--- config.mk ---
export PLATFORM = sky130hd
export DESIGN_NAME = dc_huffman_encoder
export DESIGN_NICKNAME = d
export VERILOG_FILES = /design/src/rtl/jpeg_huff_pkg.sv /design/src/rtl/dc_category.sv /design/src/rtl/dc_huffman_encoder.sv
export SDC_FILE = /design/constraint.sdc
export NUM_CORES = 1
export LEC_CHECK = 0
export CAP_MARGIN = 40
export CORE_MARGIN = 8
export CORE_UTILIZATION = 37
export CTS_BUF_LIST = sky130_fd_sc_hd__clkbuf_8 sky130_fd_sc_hd__clkbuf_16
export DETAILED_ROUTE_END_ITERATION = 10
export PLACE_DENSITY = 0.58
export SLEW_MARGIN = 20
export SYNTH_ARGS = -nofsm -noshare
export SYNTH_HDL_FRONTEND = slang
export SYNTH_HIERARCHICAL = 1
export SYNTH_SLANG_ARGS = --single-unit
--- constraint.sdc ---
create_clock -name clk -period 10.15 [get_ports clk]
set_clock_uncertainty 0.1 [all_clocks]
set_input_delay 1.5225 -clock clk [delete_from_list [all_inputs] [get_ports clk]]
set_output_delay 1.5225 -clock clk [all_outputs]
set_load 0.02 [all_outputs]
--- src/rtl/jpeg_huff_pkg.sv ---
// Shared JPEG Huffman definitions: encoder FSM states and the luminance DC code table.
// Used by dc_huffman_encoder (optional category-11 support via DC_HUFF_ENC_CAT11_EN).
package jpeg_huff_pkg;

    typedef enum logic [1:0] {IDLE, CODE, AMP} state_t;

    localparam int MAX_CODE_LEN = 9;
    localparam int CAT_W        = 4;

    // Codes are right-aligned; only the low dc_len(cat) bits are sent, MSB first.
    function automatic logic [MAX_CODE_LEN-1:0] dc_code(input logic [CAT_W-1:0] cat);
        case (cat)
            4'd0:    return 9'b000000000;
            4'd1:    return 9'b000000010;
            4'd2:    return 9'b000000011;
            4'd3:    return 9'b000000100;
            4'd4:    return 9'b000000101;
            4'd5:    return 9'b000000110;
            4'd6:    return 9'b000001110;
            4'd7:    return 9'b000011110;
            4'd8:    return 9'b000111110;
            4'd9:    return 9'b001111110;
            4'd10:   return 9'b011111110;
            4'd11:   return 9'b111111110;
            default: return 9'b000000000;
        endcase
    endfunction

    function automatic logic [CAT_W-1:0] dc_len(input logic [CAT_W-1:0] cat);
        case (cat)
            4'd0, 4'd1, 4'd2, 4'd3, 4'd4, 4'd5: return (cat == 4'd0) ? 4'd2 : 4'd3;
            4'd6:    return 4'd4;
            4'd7:    return 4'd5;
            4'd8:    return 4'd6;
            4'd9:    return 4'd7;
            4'd10:   return 4'd8;
            4'd11:   return 4'd9;
            default: return 4'd2;
        endcase
    endfunction

endpackage

--- src/rtl/dc_category.sv ---
// Combinational magnitude category and amplitude-bit formation for a two's-complement difference.
// Shared by the DC encoder (DC_HUFF_ENC_CAT11_EN aware caller) and the future AC encoder.
module dc_category
    import jpeg_huff_pkg::*;
#(
    parameter int DIFF_W = 12
) (
    input  logic [DIFF_W-1:0] diff,
    output logic [CAT_W-1:0]  cat,
    output logic [DIFF_W-1:0] amp
);

    logic [DIFF_W-1:0] mag;

    always_comb begin
        mag = diff[DIFF_W-1] ? -diff : diff;
        cat = '0;
        for (int i = 0; i < DIFF_W; i++) begin
            if (mag[i]) cat = CAT_W'(i + 1);
        end
        // Negative values send the ones-complement of |diff|, i.e. diff-1.
        amp = diff[DIFF_W-1] ? diff - DIFF_W'(1) : diff;
    end

endmodule

--- src/rtl/dc_huffman_encoder.sv ---
// Bit-serial DPCM + luminance DC Huffman encoder, one code/amplitude bit per handshake.
// Define DC_HUFF_ENC_CAT11_EN to emit category 11; otherwise differences clamp to cat 10.
module dc_huffman_encoder
    import jpeg_huff_pkg::*;
#(
    parameter int DC_W = 11
) (
    input  logic            clk,
    input  logic            rst,
    input  logic [DC_W-1:0] dc_in,
    input  logic            dc_valid,
    output logic            dc_ready,
    input  logic            pred_clr,
    output logic            bit_out,
    output logic            bit_valid,
    input  logic            bit_ready,
    output logic            last_bit,
    output logic            sat_err
);

    localparam int DIFF_W = DC_W + 1;
    localparam logic [CAT_W-1:0] ONE = CAT_W'(1);

    state_t state, state_next;

    logic [DC_W-1:0]         pred;
    logic [DIFF_W-1:0]       pred_x, diff, diff_c, amp_c, amp_q;
    logic [CAT_W-1:0]        cat_c, cat_q, cnt;
    logic [MAX_CODE_LEN-1:0] code_q;
    logic                    sat, accept, xfer, cnt_zero;

    assign dc_ready = (state == IDLE) && !rst;
    assign accept   = dc_valid && dc_ready;
    assign xfer     = bit_valid && bit_ready;
    assign cnt_zero = (cnt == '0);

    assign pred_x = pred_clr ? '0 : {pred[DC_W-1], pred};
    assign diff   = {dc_in[DC_W-1], dc_in} - pred_x;

`ifdef DC_HUFF_ENC_CAT11_EN
    assign diff_c = diff;
    assign sat    = 1'b0;
`else
    // The downstream decoder has no category 11, so clamp to the largest cat-10 value.
    localparam logic [DIFF_W-1:0] LIM_POS = DIFF_W'((1 << (DC_W - 1)) - 1);
    localparam logic [DIFF_W-1:0] LIM_NEG = -LIM_POS;
    logic [DIFF_W-1:0] mag;
    assign mag    = diff[DIFF_W-1] ? -diff : diff;
    assign sat    = mag > LIM_POS;
    assign diff_c = !sat ? diff : (diff[DIFF_W-1] ? LIM_NEG : LIM_POS);
`endif

    dc_category #(.DIFF_W(DIFF_W)) u_cat (
        .diff (diff_c),
        .cat  (cat_c),
        .amp  (amp_c)
    );

    always_ff @(posedge clk) begin
        if (rst) state <= IDLE;
        else     state <= state_next;
    end

    always_comb begin
        state_next = state;
        bit_valid  = 1'b0;
        bit_out    = 1'b0;
        last_bit   = 1'b0;
        case (state)
            IDLE: if (accept) state_next = CODE;
            CODE: begin
                bit_valid = 1'b1;
                bit_out   = code_q[cnt];
                last_bit  = cnt_zero && (cat_q == '0);
                if (xfer && cnt_zero) state_next = (cat_q == '0) ? IDLE : AMP;
            end
            AMP: begin
                bit_valid = 1'b1;
                bit_out   = amp_q[cnt];
                last_bit  = cnt_zero;
                if (xfer && cnt_zero) state_next = IDLE;
            end
            default: state_next = IDLE;
        endcase
    end

    // cnt indexes the bit on the wire; it reloads with cat-1 when CODE hands over to AMP.
    always_ff @(posedge clk) begin
        if (rst) begin
            pred    <= '0;
            sat_err <= 1'b0;
            cnt     <= '0;
            cat_q   <= '0;
            code_q  <= '0;
            amp_q   <= '0;
        end else begin
            sat_err <= accept && sat;
            if (accept) begin
                pred   <= dc_in;
                cat_q  <= cat_c;
                code_q <= dc_code(cat_c);
                amp_q  <= amp_c;
                cnt    <= dc_len(cat_c) - ONE;
            end else begin
                if (pred_clr) pred <= '0;
                if (xfer) cnt <= cnt_zero ? cat_q - ONE : cnt - ONE;
            end
        end
    end

endmodule

======== Word-level counts from Yosys, hierarchy flattened ========
Memory sizes are Yosys's and may differ from the RTL's. A register that Yosys moved wholly into a read port is not among the register bits.
Cells that the tools add are included.
cells by class
  $add $sub $neg .......................... 7
  $lt $le $gt $ge ......................... 2
  eq/ne operators ......................... 16
  mux-type cells .......................... 39
  reductions and logical operators ........ 16
operators with widths
  operator                                                                 count
  12-bit 2-to-1 mux                                                        6
  4-bit 2-to-1 mux                                                         10
  4-bit case mux with 7 select lines                                       1
  12-bit negation                                                          2
  11-bit 2-to-1 mux                                                        2
  4-bit by 3-bit equality test with 1-bit output (second input constant)   4
  4-bit equality test (second input constant)                              4
  12-bit by 10-bit > comparator with 1-bit output (second input constant)  1
  4-bit logical NOT                                                        3
  2-bit 2-to-1 mux                                                         6
  3-bit 2-to-1 mux                                                         4
  12-bit by 1-bit subtractor with 12-bit output (second input constant)    1
  12-bit subtractor                                                        1
  4-bit by 1-bit subtractor with 4-bit output (second input constant)      3
  1-bit binary-select mux with 4-bit select                                2
  4-bit by 2-bit equality test with 1-bit output (second input constant)   2
  1-bit logical AND                                                        6
  2-bit != test (second input constant)                                    3
  2-bit case mux with 3 select lines                                       1
  6-bit OR reduction                                                       1
  4-bit by 5-bit < comparator with 1-bit output (second input constant)    1
  1-bit 2-to-1 mux                                                         5
  4-bit by 1-bit equality test with 1-bit output (second input constant)   1
  1-bit case mux with 2 select lines                                       2
  7 further kinds                                                          8
storage, ports and cells
  flip-flop bits (word level) ............. 34
  ROM bits ................................ 144
  output and inout port bits .............. 5
  memories ................................ 1
memory list
  memory            words  width  rd ports  clocked after Yosys merged registers in  wr ports  line                 RTL
  (name not given)  16     9      1         1                                        0         jpeg_huff_pkg.sv:12  case (cat)

======== Logic depth before layout (Yosys ltp) ========
  depth after elaboration ................. 27
  depth in mapped cells ................... 30

======== By module ========
The synthesis kept the hierarchy.
by module, submodules not included
  module              times used  cells each  area an instance (um^2)
  dc_huffman_encoder  1           354         2871.5
  dc_category         1           104         729.4

======== Worst setup path before layout ========
Ideal clock, no wire load.
  path kind ............................... input -> register
  start ................................... input pred_clr
  end ..................................... register cnt[2]
  setup time .............................. 0.086 ns
  arrival ................................. 6.911 ns
  path slack .............................. 3.053 ns
  stages .................................. 27
  buffers on the path ..................... 3
  cells stage by stage .................... clkbuf_1 > nor2_1 > ha_1 > inv_1 > fa_1 > a21o_1 > and3_1 > nor3_2 > o211ai_2 > maj3_1 > buf_6 > or3_4 > nor3_2 > mux2_2 > a32o_1 > a21boi_0 > o31ai_1 > ha_1 > clkbuf_1 > nor3_1 > o21ai_0 > o2111ai_1 > o21ai_1 > inv_1 > ha_1 > xnor2_1 > a211oi_1
RTL lines
  element                                                                 line                                      RTL
  from (decl)                                                             dc_huffman_encoder.sv:13                  input logic pred_clr,
  12-bit 2-to-1 mux (*)                                                   dc_huffman_encoder.sv:37                  assign pred_x = pred_clr ? '0 : {pred[DC_W-1], pred};
  12-bit subtractor (*)                                                   dc_huffman_encoder.sv:38                  assign diff = {dc_in[DC_W-1], dc_in} - pred_x;
  12-bit negation                                                         dc_huffman_encoder.sv:48                  assign mag = diff[DIFF_W-1] ? -diff : diff;
  12-bit 2-to-1 mux                                                       dc_huffman_encoder.sv:48
  12-bit by 10-bit > comparator with 1-bit output                         dc_huffman_encoder.sv:49                  assign sat = mag > LIM_POS;
  12-bit 2-to-1 mux (*)                                                   dc_huffman_encoder.sv:50                  assign diff_c = !sat ? diff : (diff[DIFF_W-1] ? LIM_NEG : LIM_POS);
  named net diff_c[2]                                                     dc_huffman_encoder.sv:27                  logic [DIFF_W-1:0] pred_x, diff, diff_c, amp_c, amp_q;
  12-bit negation                                                         dc_category.sv:16                         mag = diff[DIFF_W-1] ? -diff : diff;
  [11 not listed]                                                         --
  named net cat_c[1]                                                      dc_huffman_encoder.sv:28                  logic [CAT_W-1:0] cat_c, cat_q, cnt;
  4-bit by 1-bit equality test with 1-bit output (tied with other cells)  jpeg_huff_pkg.sv:30                       case (cat)
  6-bit OR reduction / 1-bit 2-to-1 mux (equally long branches)           jpeg_huff_pkg.sv:30, jpeg_huff_pkg.sv:31
  4-bit case mux with 7 select lines (*)                                  jpeg_huff_pkg.sv:30
  4-bit 2-to-1 mux (*)                                                    dc_huffman_encoder.sv:98                  if (accept) begin
  4-bit 2-to-1 mux (*)                                                    dc_huffman_encoder.sv:89                  if (rst) begin
  4-bit by 1-bit subtractor with 4-bit output (*)                         dc_huffman_encoder.sv:103                 cnt <= dc_len(cat_c) - ONE;
  4-bit 2-to-1 mux (*)                                                    dc_huffman_encoder.sv:98
  to (signal assigned)                                                    dc_huffman_encoder.sv:103
  to (signal assigned)                                                    dc_huffman_encoder.sv:106                 if (xfer) cnt <= cnt_zero ? cat_q - ONE : cnt - ONE;
  to (decl)                                                               dc_huffman_encoder.sv:28
Mark *: on every way through the listed nets, which the timed path passes. The rest lies on a longest branch. The select of a mux whose other input is x is not followed.
A chain may end at the register's enable or synchronous reset.

======== Worst setup path in the final report ========
Same ends and word-level chain as after synthesis.

==> results.md <==
- Status: completed
- CP endpoint kind: flip-flop
- Clk Latency, worst-skew pair: slightly above 0.3 ns
- Peak supply drop: roughly 0.086 mV
- Worst hold-check path type: flip-flop to flip-flop
- Die X: about 110 um
- Max clock buf depth: 2
- I/O pin cnt: 21
- Fin worst setup slack: 2.06 ns
- Slew headroom: roughly half
- Final hold vios: 0
- Number of antenna violations at the first check in global routing: 0
- First-pass GRT wire length: between 15000 and 20000 um
- Core Area: 0.00959 mm2
- Area leader, netlist: dfxtp_1
- DR pass1 iterations: 4
- Nets: ~500
- Static Leak: ~1.4 nW
- Slowest stage cell, crit path: o31ai_1
- Routability cong.: about 0.80
- Arrival time at the worst endpoint: between 8 and 9 ns
- Final core utilization: between 40% and 50%
- Final Total Pwr: ~0.64 mW
- Mapped Nets: a little under 500
- Share of power burned in combinational logic: approximately half
- Final std cells w/o fill: between 500 and 600
- DRT Wirelength: slightly above 9000 um
- Netlist Area Pre-Place: 0.00360 mm2
- Max Cap Viol: 0
- DP HPWL: between 6000 and 7000 um
- CTS tree: built
- Die H: 115 um
- FP Rows: 36
- GR Overflow Total: 0
- Flops & latches, synth: 43
- CTS H-tree depth: 2
- Setup TNS: 0 ns
- Initial Util: between 30% and 40%
- Vias in the first global route: approximately 3200
- Synthesis warning total: 6
- Num Clock Sinks: 43
- Sequential Power Share: around 33%
- Setup Fix Bufs, Post-CTS: 0
- Clock root buffer: clkbuf_8
- Netlist cell types: 76
- Residual DRC: 0
- Top cells by count, synth: nand2_1 (55), dfxtp_1 (43), nor2_1 (38)
- Post-synth EDFFs: 0
- PortBufs: 20
- Final setup violation count: 0
- Routed via count: approximately 3200
- Switching portion of total power: 42.8%
- DRT iter0 DRCs: 221
- Clock network power share: a little under a fifth
- Post-CTS Resized: 0
- Top FF cell, synth: dfxtp_1
- Fin crit share: 79.7%
- Top-count cell post-synth: nand2_1
- Unrepaired setup endpoints after global routing: no
- WS Path Type: input port to flip-flop
- Post-route cell area: about 0.004 mm2
- Seq/Total Area, Yosys: between 20% and 30%
- DP Area: 0.00386 mm2
- Internal Pwr Total: roughly 0.37 mW
- CP Max Fanout: 12
- Post-DRT Antenna Nets: 0
- Worst path required time: 10.27 ns
- Synth-to-layout area growth: 9.83%
- Layout cells sized above 1: 8.66%
- Filler cells: about 1000
- CTS buffer count: 5
- Async SR Flop Fraction: 0%
- Die area: roughly 0.013 mm2
- CTS Hold Bufs: 0
- Synth top area share: a little under a quarter
- Clk pin slew, worst setup/hold paths: 0.10 ns
- Cell family with the largest share of critical-path delay: compound AO/OA/AOI/OAI gates
- CP startpoint kind: input port
- CP max stage delay: a little over 0.6 ns
- Total power per unit cell area: 162 mW/mm2
- Worst Path Buf+Inv: 3
- Ant. Diodes: 0
- Total GRT Usage: 14.5%
- Via density: around 5.4
- Largest net degree at the start of global routing: 44
- F_max: between 100 and 150 MHz
- Top cells by area, synth: dfxtp_1 (24%), ha_1 (6.9%), nand2_1 (5.7%)
- Mean Syn Cell Area: slightly below 8 um2
- Mean routed wirelength per cell: 15.2 um
- Fin. max-slew vios: 0
- DP Cell Count: a little under 600
- Worst-margin pin slew: about 0.73 ns
- Crit path top cell by count: ha_1
- WHS: 0.358 ns
- Placement Setup Slack: about 1.8 ns
- Switching pwr: 0.273 mW
- Min cycle time layout: 8.09 ns
- Synthesized instance count: between 400 and 500
[worst register-to-register path, cell delays in order (launching register included)]
cell,delay [ns]
dfxtp_1,0.32
inv_1,0.05
nor2_1,0.11
ha_1,0.18
inv_1,0.05
fa_1,0.39
a21o_1,0.19
and3_1,0.21
nor3_2,0.25
o211ai_2,0.25
maj3_1,0.55
or3_4,0.49
nor3_2,0.22
mux2_2,0.37
a32o_1,0.27
a21boi_0,0.14
o31ai_1,0.62
ha_1,0.44
nor3_1,0.09
o21ai_0,0.18
o2111ai_1,0.16
o21ai_1,0.24
inv_1,0.08
ha_1,0.21
xnor2_1,0.12
a211oi_1,0.22
[layout make-up]
class | instances | area, um2 | share of cell area, %
Clock buffer | 5 | 68.8 | 1.74
Clock inverter | 3 | 23.8 | 0.601
Inverter | 19 | 71.3 | 1.80
Multi-Input combinational cell | 368 | 2520 | 63.7
Sequential cell | 43 | 861 | 21.8
Tap cell | 133 | 166 | 4.21
Timing Repair Buffer | 24 | 243 | 6.14
[final timing paths]
check | start | to | slack (ns) | cells past startpoint
setup / recovery | pred_clr | cnt[2] | 2.06 | 25
hold / removal | code_q[5] | code_q[5] | 0.36 | 2
setup reg to reg | pred[0] | cnt[2] | 3.57 | 25
hold reg to reg | code_q[5] | code_q[5] | 0.36 | 2
[state kept, by name, summed over array words and instances (netlist names)]
signal and flops:
amp_q 12, pred 11, code_q 9, cat_q 4
cnt 4, state 2, sat_err 1
[power by group through the flow]
stage               registers [mW]  logic [mW]  clock network [mW]
detailed placement           0.213       0.306                   0
global route                 0.213       0.346               0.134
finish                       0.209       0.309               0.121
CTS                          0.209       0.308               0.127
global placement             0.212       0.298                   0
floorplan                    0.203       0.252                   0
[cells in the final DEF, fill, tap and decap left out, types with 12 or more instances in the layout]
master / netlist / final
nand2_1: 55 / 55
nor3_1: 13 / 13
xnor2_1: 15 / 15
nand2b_1: 27 / 27
nor2_1: 38 / 38
o31ai_1: 12 / 12
clkdlybuf4s50_1: 0 / 20
o21ai_0: 30 / 30
dfxtp_1: 43 / 43
ha_1: 20 / 20
a21oi_1: 32 / 32
inv_1: 17 / 17
[layer usage]
metal	vias up	wire, um	global-route usage (%)	part of all wire [%]
met3	15	297	2.37	3.3
met1	1495	4160	17.4	46
met4	0	165	4.35	1.8
met2	61	4420	25.7	49
met5	-	0	0	0
li1	1648	-	-	-
[cell families (layout without fill, tap and decap cells)]
logic type	after synthesis	in the layout	share of synthesized area [%]
buf+inv	47	51	6.12
compound gates	132	132	25.6
flops	43	43	23.9
fa+ha+maj	27	27	9.17
simple gates	176	176	25.2
xor+xnor	25	25	6.08
mux	8	8	4.00
Power figures use the tool's default switching activity.
